$ cat config.mk
export PLATFORM = sky130hd
export DESIGN_NAME = ccc_apb_reconfig
export DESIGN_NICKNAME = d
export VERILOG_FILES = /design/src/rtl/ccc_reconfig_pkg.sv /design/src/rtl/sync_2ff.sv /design/src/rtl/ccc_apb_reconfig.sv
export SDC_FILE = /design/constraint.sdc
export NUM_CORES = 1
export LEC_CHECK = 0
export ABC_AREA = 1
export BUFFER_PORTS_ARGS = -buffer_cell sky130_fd_sc_hd__buf_4
export CELL_PAD_IN_SITES_DETAIL_PLACEMENT = 1
export CELL_PAD_IN_SITES_GLOBAL_PLACEMENT = 2
export CORE_UTILIZATION = 28
export CTS_CLUSTER_SIZE = 16
export DETAILED_ROUTE_END_ITERATION = 10
export PLACE_DENSITY = 0.75
export SYNTH_ARGS = -nofsm -noshare
export SYNTH_HDL_FRONTEND = slang
export SYNTH_SLANG_ARGS = --single-unit
export TNS_END_PERCENT = 30
$ cat constraint.sdc
create_clock -name PCLK -period 1.76 [get_ports PCLK]
set_clock_uncertainty 0.15 [all_clocks]
set_input_delay 0.528 -clock PCLK [delete_from_list [all_inputs] [get_ports PCLK]]
set_output_delay 0.528 -clock PCLK [all_outputs]
set_load 0.005 [all_outputs]
$ cat src/rtl/ccc_reconfig_pkg.sv
// Shared definitions for the CCC dynamic-reconfiguration initiator:
// command op codes, FSM encoding and the shared wait-counter width.
package ccc_reconfig_pkg;

  localparam int CNT_W = 20;

  typedef enum logic [1:0] {
    OP_READ   = 2'b00,
    OP_WRITE  = 2'b01,
    OP_RELOCK = 2'b10,
    OP_RSVD   = 2'b11
  } ccc_op_e;

  typedef enum logic [2:0] {
    ST_IDLE,
    ST_WAIT_BUSY,
    ST_SETUP,
    ST_ACCESS,
    ST_RELOCK_ARST,
    ST_RELOCK_WAIT,
    ST_RESP
  } ccc_state_e;

endpackage

$ cat src/rtl/sync_2ff.sv
// Two-flop synchronizer for asynchronous CCC status inputs; clears to 0 on reset.
module sync_2ff #(
  parameter int W = 1
) (
  input  logic         clk,
  input  logic         rst,
  input  logic [W-1:0] d,
  output logic [W-1:0] q
);

  logic [W-1:0] meta;

  always_ff @(posedge clk) begin
    if (rst) begin
      meta <= '0;
      q    <= '0;
    end else begin
      meta <= d;
      q    <= meta;
    end
  end

endmodule

$ cat src/rtl/ccc_apb_reconfig.sv
// APB initiator for the CCC reconfiguration port: single commands become
// CCC register reads/writes or a PLL reset-and-relock, with a lock-loss monitor.
//
// state          | meaning
// ST_IDLE        | ready for a command
// ST_WAIT_BUSY   | waiting for CCC BUSY low before an APB transfer
// ST_SETUP       | APB setup phase (PSEL=1, PENABLE=0)
// ST_ACCESS      | APB access phase, fixed one cycle (no PREADY)
// ST_RELOCK_ARST | holding PLL_ARST_N low
// ST_RELOCK_WAIT | waiting for synchronized LOCK
// ST_RESP        | one-cycle response
module ccc_apb_reconfig
  import ccc_reconfig_pkg::*;
#(
  parameter int unsigned ARST_CYCLES  = 16,
  parameter int unsigned LOCK_TIMEOUT = 100000,
  parameter int unsigned BUSY_TIMEOUT = 1024
) (
  input  logic       PCLK,
  input  logic       RESET,
  input  logic       CMD_VALID,
  output logic       CMD_READY,
  input  logic [1:0] CMD_OP,
  input  logic [5:0] CMD_ADDR,
  input  logic [7:0] CMD_WDATA,
  output logic       RSP_VALID,
  output logic [7:0] RSP_RDATA,
  output logic       RSP_ERR,
  output logic       PSEL,
  output logic       PENABLE,
  output logic       PWRITE,
  output logic [5:0] PADDR,
  output logic [7:0] PWDATA,
  input  logic [7:0] PRDATA,
  input  logic       BUSY,
  output logic       PLL_ARST_N,
  input  logic       LOCK,
  output logic       LOCKED,
  output logic       LOCK_LOST
);

  localparam logic [CNT_W-1:0] ARST_LAST = CNT_W'(ARST_CYCLES - 1);
  localparam logic [CNT_W-1:0] LOCK_LAST = CNT_W'(LOCK_TIMEOUT - 1);
  localparam logic [CNT_W-1:0] BUSY_LAST = CNT_W'(BUSY_TIMEOUT - 1);

  ccc_state_e       state;
  ccc_op_e          op_q;
  logic [5:0]       addr_q;
  logic [7:0]       wdata_q;
  logic [CNT_W-1:0] cnt;
  logic             locked_d;
  logic             lock_seen;

  sync_2ff #(.W(1)) u_lock_sync (
    .clk (PCLK),
    .rst (RESET),
    .d   (LOCK),
    .q   (LOCKED)
  );

  always_ff @(posedge PCLK) begin
    if (RESET) begin
      state      <= ST_IDLE;
      op_q       <= OP_READ;
      addr_q     <= '0;
      wdata_q    <= '0;
      cnt        <= '0;
      CMD_READY  <= 1'b0;
      RSP_VALID  <= 1'b0;
      RSP_RDATA  <= '0;
      RSP_ERR    <= 1'b0;
      PSEL       <= 1'b0;
      PENABLE    <= 1'b0;
      PWRITE     <= 1'b0;
      PADDR      <= '0;
      PWDATA     <= '0;
      PLL_ARST_N <= 1'b1;
      locked_d   <= 1'b0;
      lock_seen  <= 1'b0;
      LOCK_LOST  <= 1'b0;
    end else begin
      RSP_VALID  <= 1'b0;
      RSP_RDATA  <= '0;
      RSP_ERR    <= 1'b0;
      PSEL       <= 1'b0;
      PENABLE    <= 1'b0;
      // One cycle behind the state so the reset pulse spans exactly ARST_CYCLES.
      PLL_ARST_N <= (state != ST_RELOCK_ARST);
      locked_d   <= LOCKED;
      cnt        <= cnt + 1'b1;
      if (LOCKED) lock_seen <= 1'b1;
      if (locked_d && !LOCKED && lock_seen &&
          state != ST_RELOCK_ARST && state != ST_RELOCK_WAIT)
        LOCK_LOST <= 1'b1;

      case (state)
        ST_IDLE: begin
          if (CMD_READY && CMD_VALID) begin
            CMD_READY <= 1'b0;
            op_q      <= ccc_op_e'(CMD_OP);
            addr_q    <= CMD_ADDR;
            wdata_q   <= CMD_WDATA;
            cnt       <= '0;
            case (ccc_op_e'(CMD_OP))
              OP_READ, OP_WRITE: state <= ST_WAIT_BUSY;
              OP_RELOCK:         state <= ST_RELOCK_ARST;
              default: begin
                state     <= ST_RESP;
                RSP_VALID <= 1'b1;
                RSP_ERR   <= 1'b1;
              end
            endcase
          end else begin
            CMD_READY <= 1'b1;
          end
        end
        ST_WAIT_BUSY: begin
          if (!BUSY) begin
            state  <= ST_SETUP;
            cnt    <= '0;
            PSEL   <= 1'b1;
            PADDR  <= addr_q;
            PWDATA <= wdata_q;
            PWRITE <= (op_q == OP_WRITE);
          end else if (cnt == BUSY_LAST) begin
            state     <= ST_RESP;
            cnt       <= '0;
            RSP_VALID <= 1'b1;
            RSP_ERR   <= 1'b1;
          end
        end
        ST_SETUP: begin
          state   <= ST_ACCESS;
          cnt     <= '0;
          PSEL    <= 1'b1;
          PENABLE <= 1'b1;
        end
        ST_ACCESS: begin
          state     <= ST_RESP;
          cnt       <= '0;
          RSP_VALID <= 1'b1;
          RSP_RDATA <= (op_q == OP_READ) ? PRDATA : 8'h00;
        end
        ST_RELOCK_ARST: begin
          if (cnt == ARST_LAST) begin
            state <= ST_RELOCK_WAIT;
            cnt   <= '0;
          end
        end
        ST_RELOCK_WAIT: begin
          if (LOCKED) begin
            state     <= ST_RESP;
            cnt       <= '0;
            RSP_VALID <= 1'b1;
            LOCK_LOST <= 1'b0;
          end else if (cnt == LOCK_LAST) begin
            state     <= ST_RESP;
            cnt       <= '0;
            RSP_VALID <= 1'b1;
            RSP_ERR   <= 1'b1;
          end
        end
        ST_RESP: begin
          state     <= ST_IDLE;
          cnt       <= '0;
          CMD_READY <= 1'b1;
        end
        default: begin
          state <= ST_IDLE;
          cnt   <= '0;
        end
      endcase
    end
  end

endmodule

Yosys cells after proc, flatten, opt, wreduce, memory -nomap -nowiden
Cells that the tools add are included.
{"block": "word_totals", "regBits": 73, "elab_cells": 90}
{"block": "op_classes", "n_addsub": 1, "eq_ne": 18, "muxes": 32, "bitwise_logic": 3, "reduce_logical": 16}
{"op": "20-bit 2-to-1 mux", "count": 6}
{"op": "20-bit one-hot mux with 4 select lines", "count": 1}
{"op": "20-bit by 1-bit adder with 20-bit output, second input constant", "count": 1}
{"op": "20-bit by 10-bit == test with 1-bit output, second input constant", "count": 1}
{"op": "20-bit by 17-bit == test with 1-bit output, second input constant", "count": 1}
{"op": "20-bit by 4-bit == test with 1-bit output, second input constant", "count": 1}
{"op": "3-bit 2-to-1 mux", "count": 6}
{"op": "3-bit one-hot mux with 6 select lines", "count": 1}
{"op": "1-bit 2-to-1 mux", "count": 13}
{"op": "3-bit == test, second input constant", "count": 3}
{"op": "3-bit != test, second input constant", "count": 3}
{"op": "3-bit by 2-bit == test with 1-bit output, second input constant", "count": 2}
{"op": "3-bit one-hot mux with 2 select lines", "count": 1}
{"op": "3-bit OR reduction", "count": 2}
{"op": "1-bit logical AND", "count": 5}
{"op": "2-bit by 1-bit == test with 1-bit output, second input constant", "count": 2}
{"op": "2-bit logical NOT", "count": 2}
{"op": "2-bit != test, second input constant", "count": 2}
{"op": "1-bit one-hot mux with 2 select lines", "count": 2}
{"op": "1-bit one-hot mux with 4 select lines", "count": 1}
{"op": "2-bit AND reduction", "count": 2}
{"op": "4-bit AND reduction", "count": 1}
{"op": "3-bit by 1-bit == test with 1-bit output, second input constant", "count": 1}
{"op": "3-bit logical NOT", "count": 1}
{"op": "7 further kinds", "count": 9}

Longest topological paths before layout
Gate-level depths: netlist of the first run.
{"block": "depth", "word_depth": 8, "depth_mapped": 13, "mapped_depth_nobuf": 12}

Hierarchy
From an unflattened synthesis of the first run, not the netlist that was laid out.
{"block": "unflattened", "cells_unflattened": 408, "area_unflattened_um2": 2936.6}
{"module": "ccc_apb_reconfig", "n_inst": 1, "cells_each": 402, "area_each_um2": 2881.5}
{"module": "sync_2ff", "n_inst": 1, "cells_each": 6, "area_each_um2": 55.1}

Worst setup path before layout of the first run
No wires, ideal clock.
{"block": "synth_timing", "kind": "register -> register", "start": "register cnt[0]", "end": "register cnt[10]", "setup_time_ns": 0.119, "arrival_time_ns": 1.465, "required_ns": 1.491, "slack_ns": 0.027, "stages_incl_launch_ff": 12, "n_path_buf": 1, "path_cell_list": "dfxtp_1 ha_1 nand2_1 inv_1 nand2_2 nor2_4 nand3_2 a21oi_4 nand2_4 nand2_4 buf_12 nor2_2"}
{"block": "synth_via", "elab_chain_len": 4, "word_cells_on_any_way": 11}
{"item": "from (decl)", "line": "ccc_apb_reconfig.sv:50", "text": "logic [CNT_W-1:0] cnt;"}
{"item": "from (signal assigned)", "line": "ccc_apb_reconfig.sv:90", "text": "cnt <= cnt + 1'b1;"}
{"item": "20-bit by 1-bit adder with 20-bit output, or another cell as far along", "line": "ccc_apb_reconfig.sv:90"}
{"item": "20-bit 2-to-1 mux, on equally long branches", "line": "ccc_apb_reconfig.sv:156, ccc_apb_reconfig.sv:125"}
{"item": "20-bit 2-to-1 mux, on equally long branches", "line": "ccc_apb_reconfig.sv:151, ccc_apb_reconfig.sv:118"}
{"item": "20-bit one-hot mux with 4 select lines *", "line": "ccc_apb_reconfig.sv:96", "text": "case (state)"}
Mark *: on every way between the ends. The rest lies on a longest branch, timed or not.
A chain may end at the register's enable or synchronous reset.

Final worst setup path of the first run
{"block": "layout_timing", "start": "register cnt[1]", "end": "register cnt[0]"}
{"block": "layout_via", "elab_chain_len": 4, "word_cells_on_any_way": 9}
{"item": "20-bit by 17-bit == test with 1-bit output or 20-bit by 10-bit == test with 1-bit output (tied branches)", "line": "ccc_apb_reconfig.sv:156, ccc_apb_reconfig.sv:125"}
{"item": "20-bit 2-to-1 mux, on equally long branches", "line": "ccc_apb_reconfig.sv:156, ccc_apb_reconfig.sv:125"}
{"item": "20-bit 2-to-1 mux, on equally long branches", "line": "ccc_apb_reconfig.sv:151, ccc_apb_reconfig.sv:118"}
{"item": "20-bit one-hot mux with 4 select lines *", "line": "ccc_apb_reconfig.sv:96"}
Marks and branches as above.

==> run_results.csv, run 1 <==
group,metric,value,unit
job,drv_cap,0,
placed_design,post-place-ws,-0.09370,ns
grt,wire_length_of_the_first_global_routing_pass,13570,um
grt,antenna_found_initial,0,
setup_path,crit_path_start_kind,"flip-flop",
clocking,clkTransAtPathRegs,0.08,ns
setup_path,criticalPathCategory,"reg2reg",
die,placement_rows,37,
cells_and_area,fillerInstances,1299,
clocking,clock_sinks,73,
grt,number_of_global_route_vias_before_repair,2879,
route,detail_route.first_pass.iterations,4,
sta,achievable-frequency,580.9,MHz
cells_and_area,diodes,0,
yosys,synth_cell_type_count,35,
outcome,run_status,"complete, no violations",
yosys,cell_area_after_synthesis,2988,um2
sta,grt_setup_unrepaired,"yes",
sta,worst_slew_pin_tran,0.3640,ns
placed_design,dp.cells,598,
cells_and_area,post_layout_nonfiller_instances,615,
sta,maxSlewHeadroom,75.59,%
setup_path,critical_path_required,1.84,ns
power_and_ir_drop,power.share.sequential,41.4,%
cells_and_area,final_layout_size_suffix_gt1_share,31.32,%
route,wl_per_cell,13.16,um
power_and_ir_drop,power.share.switching,32.03,%
clocking,cts_made_buffers,9,
power_and_ir_drop,vdd_ir_drop_max,0.0005139,V
sta,min_period_over_period,97.81,%
clocking,clk_latency,0.35,ns
placed_design,gp_congestion,0.7887,
cells_and_area,multiInputGateArea,1399,um2
yosys,syn-mean-instance-area,7.661,um2
yosys,synth.yosys.seq_area_share,48.91,%
sta,fin_worst_hold_slack,0.2311,ns
route,post_drt_via_cell_ratio,4.506,
sta,finalCriticalPeriod,1.721,ns
setup_path,worstPathArrival,1.80,ns
grt,global_route.usage.met1,19.30,%
setup_path,crit_path_max_fanout,14,
die,floorplan.initialDensity,28.94,%
grt,grtUsageMet2,25.56,%
grt,grt_overflow,0,
die,die_height,105.3,um
yosys,synthCells,390,
yosys,postSynthNetCount,420,
yosys,ff_latch_count_synth,73,
grt,gr_usage_total,15.44,%
yosys,synthesis_warning_total,0,
power_and_ir_drop,leakage,0.001833,uW
route,routed-via-count,2771,
route,totalWireLength,8095,um
sta,total_negative_slack_for_setup_checks,0,ns
sta,final_critical_path_setup_slack,0.03850,ns
cells_and_area,syn2layout_area_growth,37.98,%
setup_path,critical_path.endpoint_type,"flip-flop",
placed_design,place_hpwl,5992,um
sta,report.final.setup_viol,0,
grt,grt_max_degree,31,
power_and_ir_drop,power.share.combinational,27.9,%
die,coreArea,10320,um2
die,die-area,11090,um2
clocking,htree_num_levels,3,
power_and_ir_drop,fin_total_pwr,4935,uW
sta,finalMaxSlewViolations,0,
route,drt_iter0_drc,101,
route,route.antenna.remaining_nets,0,
clocking,ctsRootBufferMaster,"sky130_fd_sc_hd__clkbuf_8",
die,num_io_pins,60,
power_and_ir_drop,power.clock.fraction,30.7,%
power_and_ir_drop,p_int,3354,uW
grt,use_met3,3.649,%
placed_design,io_buffers,59,
clocking,cts_buffer_depth,2,
clocking,cts_tree,"done",
hold_path,hold_path_class,"in2reg",
route,drc_errors_left,0,
cells_and_area,layout.area.seq,1474,um2
power_and_ir_drop,p_sw,1580,uW
die,fp.dieW,105.3,um
grt,grt_busiest_layer,"met2",
cells_and_area,finalNetCount,504,
power_and_ir_drop,power_density,1197,nW/um2
sta,hold_violations,0,
-- power groups by stage --
stage	combinational [uW]	clock, uW	sequential [uW]
finish	1380	1510	2040
global route	1540	1640	2080
CTS	1320	1570	2020
detailed placement	1280	0	2060
global placement	1260	0	2050
floorplan	730	0	2040
-- through the flow --
step / instance area [um2] / util, %
after CTS: 3994 / 38.69
after floorplan: 2988 / -
after detailed placement: 3751 / 36.34
after global placement: 3751 / 36.34
after global routing: 4123 / 39.93
final: 4123 / 39.93
-- path summary, 6_finish.rpt --
path / start / to / slack [ns] / cells past startpoint
setup / recovery: cnt[1] / cnt[0] / 0.04 / 10
hold / removal: RESET / state[1] / 0.23 / 2
hold reg to reg: u_lock_sync.meta / u_lock_sync.q / 0.26 / 2
setup reg to reg: cnt[1] / cnt[0] / 0.04 / 10
-- critical path: stages, from the launching register on --
cell and delay [ns]:
sky130_fd_sc_hd__dfxtp_4 0.37, sky130_fd_sc_hd__ha_4 0.14, sky130_fd_sc_hd__nand2_2 0.06, sky130_fd_sc_hd__inv_2 0.07, sky130_fd_sc_hd__nand2_4 0.06, sky130_fd_sc_hd__nor2_4 0.14
sky130_fd_sc_hd__nand3_4 0.10, sky130_fd_sc_hd__a21oi_4 0.19, sky130_fd_sc_hd__nand2_4 0.11, sky130_fd_sc_hd__nand2_8 0.16, sky130_fd_sc_hd__nor2_1 0.06
-- cell usage after synthesis (all sizes together) --
cell / number / area [um2]
nor2: 100 / 435.4
dfxtp: 73 / 1461
nand2: 54 / 222.7
inv: 48 / 180.2
o21ai: 35 / 175.2
a21oi: 23 / 126.4
nand3: 17 / 95.09
xor2: 6 / 52.55
buf: 5 / 41.29
clkbuf: 5 / 18.77
nor3: 5 / 30.03
nand4: 4 / 31.28
o31ai: 3 / 22.52
a31oi: 2 / 12.51
xnor2: 2 / 17.52
a211oi: 1 / 7.510
a221oi: 1 / 8.760
a41oi: 1 / 8.760
ha: 1 / 12.51
nand3b: 1 / 7.510
o21bai: 1 / 7.510
o22ai: 1 / 6.260
or2: 1 / 6.260
-- cells in the final DEF, fill, tap and decap left out, types with 2 or more instances in the layout --
cell | netlist | layout
sky130_fd_sc_hd__nor2_4 | 4 | 5
sky130_fd_sc_hd__o31ai_1 | 3 | 3
sky130_fd_sc_hd__nor2_2 | 12 | 14
sky130_fd_sc_hd__clkbuf_8 | 0 | 10
sky130_fd_sc_hd__nand2_1 | 50 | 46
sky130_fd_sc_hd__nor3_2 | 1 | 2
sky130_fd_sc_hd__dfxtp_2 | 0 | 7
sky130_fd_sc_hd__buf_6 | 0 | 3
sky130_fd_sc_hd__inv_1 | 46 | 45
sky130_fd_sc_hd__nand3_2 | 2 | 4
sky130_fd_sc_hd__nand3_4 | 0 | 2
sky130_fd_sc_hd__buf_4 | 1 | 77
sky130_fd_sc_hd__nand2_2 | 2 | 5
sky130_fd_sc_hd__nand4_1 | 3 | 3
sky130_fd_sc_hd__bufinv_16 | 0 | 2
sky130_fd_sc_hd__dfxtp_1 | 73 | 65
sky130_fd_sc_hd__nand3_1 | 15 | 11
sky130_fd_sc_hd__xor2_1 | 6 | 6
sky130_fd_sc_hd__inv_6 | 0 | 2
sky130_fd_sc_hd__buf_12 | 1 | 3
sky130_fd_sc_hd__xnor2_1 | 2 | 2
sky130_fd_sc_hd__nor3_1 | 4 | 2
sky130_fd_sc_hd__inv_2 | 2 | 3
sky130_fd_sc_hd__a31oi_1 | 2 | 2
sky130_fd_sc_hd__a21oi_1 | 22 | 21
sky130_fd_sc_hd__nand2_4 | 2 | 2
sky130_fd_sc_hd__o21ai_0 | 35 | 34
sky130_fd_sc_hd__nor2_1 | 84 | 81
-- layer usage --
layer / routed length, um / up-vias
li1: - / 1408
met1: 3817 / 1309
met2: 3879 / 45
met3: 272 / 9
met4: 125 / 0
met5: 0 / -
-- state kept, by name (all words and copies together) (netlist names), 2 cells and up --
name,count
RSP_RDATA,8
op_q,2
PADDR,6
PWDATA,8
addr_q,6
cnt,20
state,3
wdata_q,8
-- layout make-up --
| cell class | instances | area share (%) |
|---|---|---|
| well taps | 136 | 4.127 |
| repair buffers | 83 | 16.30 |
| flip-flops and latches | 73 | 35.75 |
| multi-input cells | 259 | 33.93 |
| clock inverters | 5 | 2.094 |
| inverters | 48 | 4.370 |
| clock buffers | 11 | 3.429 |
-- logic make-up (layout without fill, tap and decap cells) --
| logic type | after synthesis | in the layout | synth area share [%] |
|---|---|---|---|
| simple gates | 182 | 182 | 27.72 |
| flops | 73 | 73 | 48.91 |
| compound gates | 68 | 68 | 12.56 |
| buf+inv | 58 | 147 | 8.041 |
| xor+xnor | 8 | 8 | 2.345 |
| fa+ha+maj | 1 | 1 | 0.4187 |
-- timing repair --
action,CTS,global route
pin swaps,2,10
hold buffers,0,0
gates cloned,0,0
gates resized for setup,5,32
buffers inserted,0,1
endpoints found under the setup margin,22,38
No activity file was read; power rests on OpenSTA's default activity.
==> run 2: changes to the inputs <==
--- a/config.mk
+++ b/config.mk
@@ -7,12 +7,14 @@
 export LEC_CHECK = 0
 export ABC_AREA = 1
 export BUFFER_PORTS_ARGS = -buffer_cell sky130_fd_sc_hd__buf_4
+export CAP_MARGIN = 10
 export CELL_PAD_IN_SITES_DETAIL_PLACEMENT = 1
 export CELL_PAD_IN_SITES_GLOBAL_PLACEMENT = 2
 export CORE_UTILIZATION = 28
 export CTS_CLUSTER_SIZE = 16
 export DETAILED_ROUTE_END_ITERATION = 10
 export PLACE_DENSITY = 0.75
+export SETUP_SLACK_MARGIN = 0.05
 export SYNTH_ARGS = -nofsm -noshare
 export SYNTH_HDL_FRONTEND = slang
 export SYNTH_SLANG_ARGS = --single-unit
==> run_results.csv, run 2 (synthesis gave the netlist of run 1 again) <==
group,metric,value,unit
outcome,run_status,"complete, no violations",
setup_path,critical_path_required,1.85,ns
die,die-area,11090,um2
die,placement_rows,37,
clocking,ctsRootBufferMaster,"sky130_fd_sc_hd__clkbuf_8",
route,met1_length,3833,um
sta,min_period_over_period,93.22,%
setup_path,critical_path.endpoint_type,"flip-flop",
power_and_ir_drop,vdd_ir_drop_max,0.0004263,V
die,coreArea,10320,um2
grt,wire_length_of_the_first_global_routing_pass,13230,um
clocking,cts_made_buffers,9,
clocking,cts_hold_repair_buffers,0,
route,met2RoutedLength,3698,um
setup_path,crit_path_start_kind,"flip-flop",
sta,finalCriticalPeriod,1.641,ns
die,num_io_pins,60,
sta,grt_setup_unrepaired,"yes",
cells_and_area,finish.utilization,40.44,%
placed_design,io_buffers,59,
route,maxUsedRoutingLayer,"met4",
placed_design,dp.cells,600,
cells_and_area,post_layout_nonfiller_instances,620,
sta,achievable-frequency,609.5,MHz
sta,hold_violations,0,
cells_and_area,finalNetCount,509,
sta,worst_slew_pin_tran,0.3163,ns
grt,grt_overflow,0,
die,floorplan.initialDensity,28.94,%
sta,final_critical_path_setup_slack,0.1193,ns
sta,maxSlewHeadroom,78.69,%
route,route.antenna.remaining_nets,0,
power_and_ir_drop,fin_total_pwr,4817,uW
grt,antenna_found_initial,0,
die,fp.dieW,105.3,um
clocking,clkTransAtPathRegs,0.08,ns
cells_and_area,fillerInstances,1285,
cells_and_area,final_common_cell,"sky130_fd_sc_hd__buf_4",
route,routed-via-count,2788,
hold_path,worst_hold_startpoint,"LOCK",
clocking,cts_tree,"done",
route,drc_errors_left,0,
cells_and_area,final_layout_size_suffix_gt1_share,34.92,%
job,drv_cap,0,
clocking,htree_num_levels,3,
cells_and_area,final_cell_mix,"82 x sky130_fd_sc_hd__buf_4, 76 x sky130_fd_sc_hd__nor2_1, 62 x sky130_fd_sc_hd__dfxtp_1, 44 x sky130_fd_sc_hd__inv_1, 44 x sky130_fd_sc_hd__nand2_1",
cells_and_area,diodes,0,
placed_design,place_hpwl,5904,um
cells_and_area,largest_register,"cnt",
route,wl_per_cell,12.78,um
placed_design,gp_congestion,0.8585,
grt,number_of_global_route_vias_before_repair,2792,
setup_path,worstPathArrival,1.73,ns
hold_path,hold_path_class,"in2reg",
sta,report.final.setup_viol,0,
setup_path,crit_path_max_fanout,6,
grt,grt_max_degree,30,
die,die_height,105.3,um
placed_design,post-place-ws,-0.006237,ns
sta,finalMaxSlewViolations,0,
clocking,clk_latency,0.36,ns
hold_path,timing.hold.worst_path_depth,3,
hold_path,worst_hold_path.endpoint,"u_lock_sync.meta",
route,drt_iter0_drc,91,
setup_path,criticalPathCategory,"reg2reg",
cells_and_area,syn2layout_area_growth,39.74,%
setup_path,r2r_setup_slk,0.12,ns
setup_path,reg2reg_to,"cnt[18]",
cells_and_area,largest_register_ff_count,20,
setup_path,r2r_start,"cnt[0]",
clocking,clock_sinks,73,
route,detail_route.first_pass.iterations,4,
power_and_ir_drop,leakage,0.001848,uW
route,totalWireLength,7924,um
grt,gr_usage_total,15.17,%
route,detailroute.wirelength.met3,266,um
setup_path,ff2ff_path_depth,11,
power_and_ir_drop,power_density,1154,nW/um2
route,post_drt_via_cell_ratio,4.497,
clocking,cts_buffer_depth,2,
-- run 2: routing by layer --
| layer | vias to the layer above | GRT usage [%] |
|---|---|---|
| li1 | 1413 | - |
| met1 | 1322 | 19.16 |
| met2 | 43 | 24.95 |
| met3 | 10 | 3.649 |
| met4 | 0 | 5.734 |
| met5 | - | 0 |
-- run 2: how the worst max path moves through the flow --
stage	startpoint	end	slack, ns	cells after the start
finish	cnt[0]	cnt[18]	0.12	11
floorplan	cnt[1]	cnt[10]	0.05	11
global route	cnt[0]	cnt[18]	-0.01	11
CTS	cnt[1]	cnt[15]	0.02	13
detailed placement	cnt[1]	cnt[0]	-0.006	10
global placement	cnt[1]	cnt[0]	0.04	10
-- run 2: per-stage QoR --
stage	area, um2	hold WS (ns)	TNS [ns]
2_1_floorplan	3003	0.2383	0
3_3_place_gp	3794	0.2417	0
3_5_place_dp	3794	0.2617	-0.009548
4_1_cts	4014	0.2187	0
5_1_grt	4175	0.2223	-0.01613
6_report	4175	0.2245	0
-- run 2: timing repair --
| item | CTS | global route |
|---|---|---|
| resized for setup | 1 | 41 |
| cloned | 0 | 0 |
| pin swaps | 0 | 16 |
| setup endpoints to repair | 17 | 46 |
| setup buffers | 0 | 4 |
-- run 2: layout make-up --
| cell class | count | area, um2 | area share (%) |
|---|---|---|---|
| Sequential cell | 73 | 1475 | 35.33 |
| Multi-Input combinational cell | 259 | 1420 | 34.01 |
| Timing Repair Buffer | 88 | 718.2 | 17.20 |
| Inverter | 48 | 180.2 | 4.315 |
| Tap cell | 136 | 170.2 | 4.076 |
| Clock buffer | 11 | 151.4 | 3.626 |
| Clock inverter | 5 | 60.06 | 1.438 |
-- run 2: worst max-delay path, cell delays in order, from the launching register on --
cell	delay, ns
sky130_fd_sc_hd__dfxtp_2	0.36
sky130_fd_sc_hd__ha_4	0.14
sky130_fd_sc_hd__nand2_2	0.05
sky130_fd_sc_hd__inv_2	0.06
sky130_fd_sc_hd__nand2_4	0.06
sky130_fd_sc_hd__nor2_4	0.10
sky130_fd_sc_hd__nand3_2	0.10
sky130_fd_sc_hd__a21oi_4	0.17
sky130_fd_sc_hd__nand2_4	0.11
sky130_fd_sc_hd__buf_12	0.15
sky130_fd_sc_hd__nand3_2	0.04
sky130_fd_sc_hd__nor2_1	0.04
-- run 2: where the power goes --
group,internal (uW),switching [uW],total [uW]
combinational,614,755,1370
sequential,1890,146,2030
clock,740,673,1410
total,3240,1570,4820
==> run 3: changes to the inputs <==
--- a/config.mk
+++ b/config.mk
@@ -5,12 +5,11 @@
 export SDC_FILE = /design/constraint.sdc
 export NUM_CORES = 1
 export LEC_CHECK = 0
-export ABC_AREA = 1
 export BUFFER_PORTS_ARGS = -buffer_cell sky130_fd_sc_hd__buf_4
 export CAP_MARGIN = 10
 export CELL_PAD_IN_SITES_DETAIL_PLACEMENT = 1
 export CELL_PAD_IN_SITES_GLOBAL_PLACEMENT = 2
-export CORE_UTILIZATION = 28
+export CORE_UTILIZATION = 29
 export CTS_CLUSTER_SIZE = 16
 export DETAILED_ROUTE_END_ITERATION = 10
 export PLACE_DENSITY = 0.75
==> run_results.csv, run 3 <==
group,metric,value,unit
power_and_ir_drop,leakage,0.001607,uW
route,drt_iter0_drc,45,
setup_path,criticalPathCategory,"reg2reg",
yosys,synthArstFlopShare,0,%
yosys,synth.top_cell.area_share,49.37,%
yosys,fraction_of_the_mapped_netlist_area_in_compound_gates,10.86,%
yosys,synthSimpleGateAreaFrac,31.07,%
sta,grt_setup_unrepaired,"yes",
yosys,synthCells,338,
power_and_ir_drop,fin_total_pwr,4181,uW
placed_design,gp_congestion,0.7808,
yosys,synth.mux.area_fraction,0,%
clocking,cts_made_buffers,9,
sta,final_critical_path_setup_slack,-0.2380,ns
sta,finalMaxSlewViolations,0,
setup_path,critical_path_required,1.85,ns
clocking,clkTransAtPathRegs,0.09,ns
grt,number_of_global_route_vias_before_repair,2654,
route,totalWireLength,7741,um
yosys,post_synth_fa_ha_maj_area_fraction,0.4227,%
cells_and_area,largest_register,"cnt",
setup_path,critical-path-slowest-cell,"sky130_fd_sc_hd__or4_4",
setup_path,cpPeakStageDelay,0.58,ns
setup_path,crit_path_max_fanout,17,
route,drc_errors_left,0,
setup_path,worstPathArrival,2.09,ns
grt,grt_max_degree,36,
outcome,failed_checks,"setup timing",
sta,report.final.setup_viol,22,
route,post_drt_via_cell_ratio,4.558,
yosys,syn-mean-instance-area,8.758,um2
clocking,cts_buffer_depth,2,
clocking,clock_sinks,73,
grt,gr_usage_total,15.84,%
clocking,clk_latency,0.35,ns
yosys,synth.yosys.seq_area_share,49.37,%
cells_and_area,largest_register_ff_count,20,
yosys,synth.area.top_cells,"sky130_fd_sc_hd__dfxtp_1 49%, sky130_fd_sc_hd__nand2_1 9.5%, sky130_fd_sc_hd__a21oi_1 6.3%",
outcome,run_status,"finished, violations left",
die,die_height,103.0,um
yosys,postSynthNetCount,368,
die,die-area,10620,um2
sta,finalCriticalPeriod,1.998,ns
yosys,ff_latch_count_synth,73,
route,met1_length,3505,um
yosys,synth.cells.most_frequent,"75 x sky130_fd_sc_hd__nand2_1, 73 x sky130_fd_sc_hd__dfxtp_1, 37 x sky130_fd_sc_hd__a21oi_1",
yosys,combinational_family_with_the_most_area_after_synthesis,"simple AND/OR/NAND/NOR gates",
job,drv_cap,0,
setup_path,cell_family_with_most_cp_delay,"simple AND/OR/NAND/NOR gates",
yosys,post-synth-top-count-cell,"sky130_fd_sc_hd__nand2_1",
sta,total_negative_slack_for_setup_checks,-4.602,ns
route,routed-via-count,2630,
yosys,synth_largest_area_cell,"sky130_fd_sc_hd__dfxtp_1",
route,detailroute.wirelength.met3,276,um
sta,hold_violations,0,
die,placement_rows,36,
placed_design,place_hpwl,5643,um
setup_path,critical_path.endpoint_type,"flip-flop",
sta,min_period_over_period,113.5,%
setup_path,timing.critical_path.buf_inv,1,
route,maxUsedRoutingLayer,"met4",
yosys,synth_cell_type_count,41,
yosys,synth_edf_count,0,
sta,maxSlewHeadroom,74.57,%
power_and_ir_drop,power_density,1007,nW/um2
yosys,synthXorXnorAreaFrac,5.325,%
yosys,cell_area_after_synthesis,2960,um2
clocking,cts_hold_repair_buffers,0,
grt,grt_overflow,0,
die,floorplan.initialDensity,30.15,%
route,met2RoutedLength,3830,um
die,coreArea,9819,um2
setup_path,timing.critical_path.cells,"or4_4 > nor2_8 > a31oi_4 > o31ai_4 > buf_12 > nor2_2",
cells_and_area,final_common_cell,"sky130_fd_sc_hd__buf_4",
clocking,htree_num_levels,3,
clocking,cts_tree,"done",
sta,achievable-frequency,500.5,MHz
hold_path,hold_path_class,"in2reg",
route,detail_route.first_pass.iterations,4,
sta,worst_slew_pin_tran,0.3814,ns
grt,wire_length_of_the_first_global_routing_pass,12690,um
power_and_ir_drop,vdd_ir_drop_max,0.0004278,V
yosys,synthesis_warning_total,0,
placed_design,io_buffers,59,
clocking,ctsRootBufferMaster,"sky130_fd_sc_hd__clkbuf_8",
route,route.antenna.remaining_nets,0,
cells_and_area,final_layout_size_suffix_gt1_share,38.06,%
die,num_io_pins,60,
route,wl_per_cell,13.42,um
die,fp.dieW,103.0,um
setup_path,crit_path_start_kind,"flip-flop",
cells_and_area,diodes,0,
cells_and_area,syn2layout_area_growth,40.28,%
grt,antenna_found_initial,0,
cells_and_area,final_cell_mix,"102 x sky130_fd_sc_hd__buf_4, 75 x sky130_fd_sc_hd__nand2_1, 69 x sky130_fd_sc_hd__dfxtp_1, 36 x sky130_fd_sc_hd__a21oi_1, 19 x sky130_fd_sc_hd__nor2_2",
clocking,post-cts-setup-buffers,0,
yosys,ys_dominant_reg_cell,"sky130_fd_sc_hd__dfxtp_1",
cells_and_area,finalNetCount,469,
[run 3: kinds of logic (layout without fill, tap and decap cells)]
group                      after synthesis  in the layout
xor gates and xnor gates                18             18
buffers and inverters                   19            125
AOI/OAI and AO/OA                       50             50
adders and majority gates                1              1
DFF                                     73             73
and+or+nand+nor                        177            177
[run 3: metrics by stage]
step / util (%) / instance area (um2) / std cells / setup slack [ns] / hold slack [ns]
finish: 42.29 / 4153 / 577 / -0.2380 / 0.2156
global placement: 39.82 / 3910 / 561 / -0.2273 / 0.2716
floorplan: - / 2987 / 338 / -0.1191 / 0.2638
detailed placement: 39.82 / 3910 / 561 / -0.2505 / 0.2970
global route: 42.29 / 4153 / 577 / -0.3034 / 0.2085
CTS: 41.92 / 4116 / 577 / -0.2593 / 0.2054
[run 3: metal layers]
| layer | vias up | global-route usage, % |
|---|---|---|
| met4 | 0 | 5.309 |
| met2 | 35 | 27.64 |
| li1 | 1341 | - |
| met1 | 1247 | 18.52 |
| met3 | 7 | 4.678 |
| met5 | - | 0 |
[run 3: area by class of cell]
type | instances | area (um2)
timing repair buffer | 106 | 845.8
fill | 1188 | 5667
multi-input combinational | 246 | 1479
clock buffer | 9 | 123.9
tap | 133 | 166.4
sequential | 73 | 1466
inverter | 3 | 11.26
clock inverter | 7 | 60.06
[run 3: where the power goes]
part	switching [uW]	internal [uW]	leakage, uW	total, uW
Combinational	578	518	0.000930	1100
Sequential	72.4	1780	0.000593	1850
Clock	701	535	0.0000848	1240
[run 3: path summary, 6_finish.rpt]
path                  start            to  slack, ns  depth (start not counted)
setup / recovery    cnt[18]       cnt[13]      -0.24                          6
hold / removal    PRDATA[0]  RSP_RDATA[0]       0.22                          2
setup reg to reg    cnt[18]       cnt[13]      -0.24                          6
hold reg to reg   addr_q[4]      PADDR[4]       0.30                          2
[run 3: timing repair]
item | CTS | global route
resized for setup | 6 | 10
cloned | 0 | 0
endpoints found under the setup margin | 32 | 41
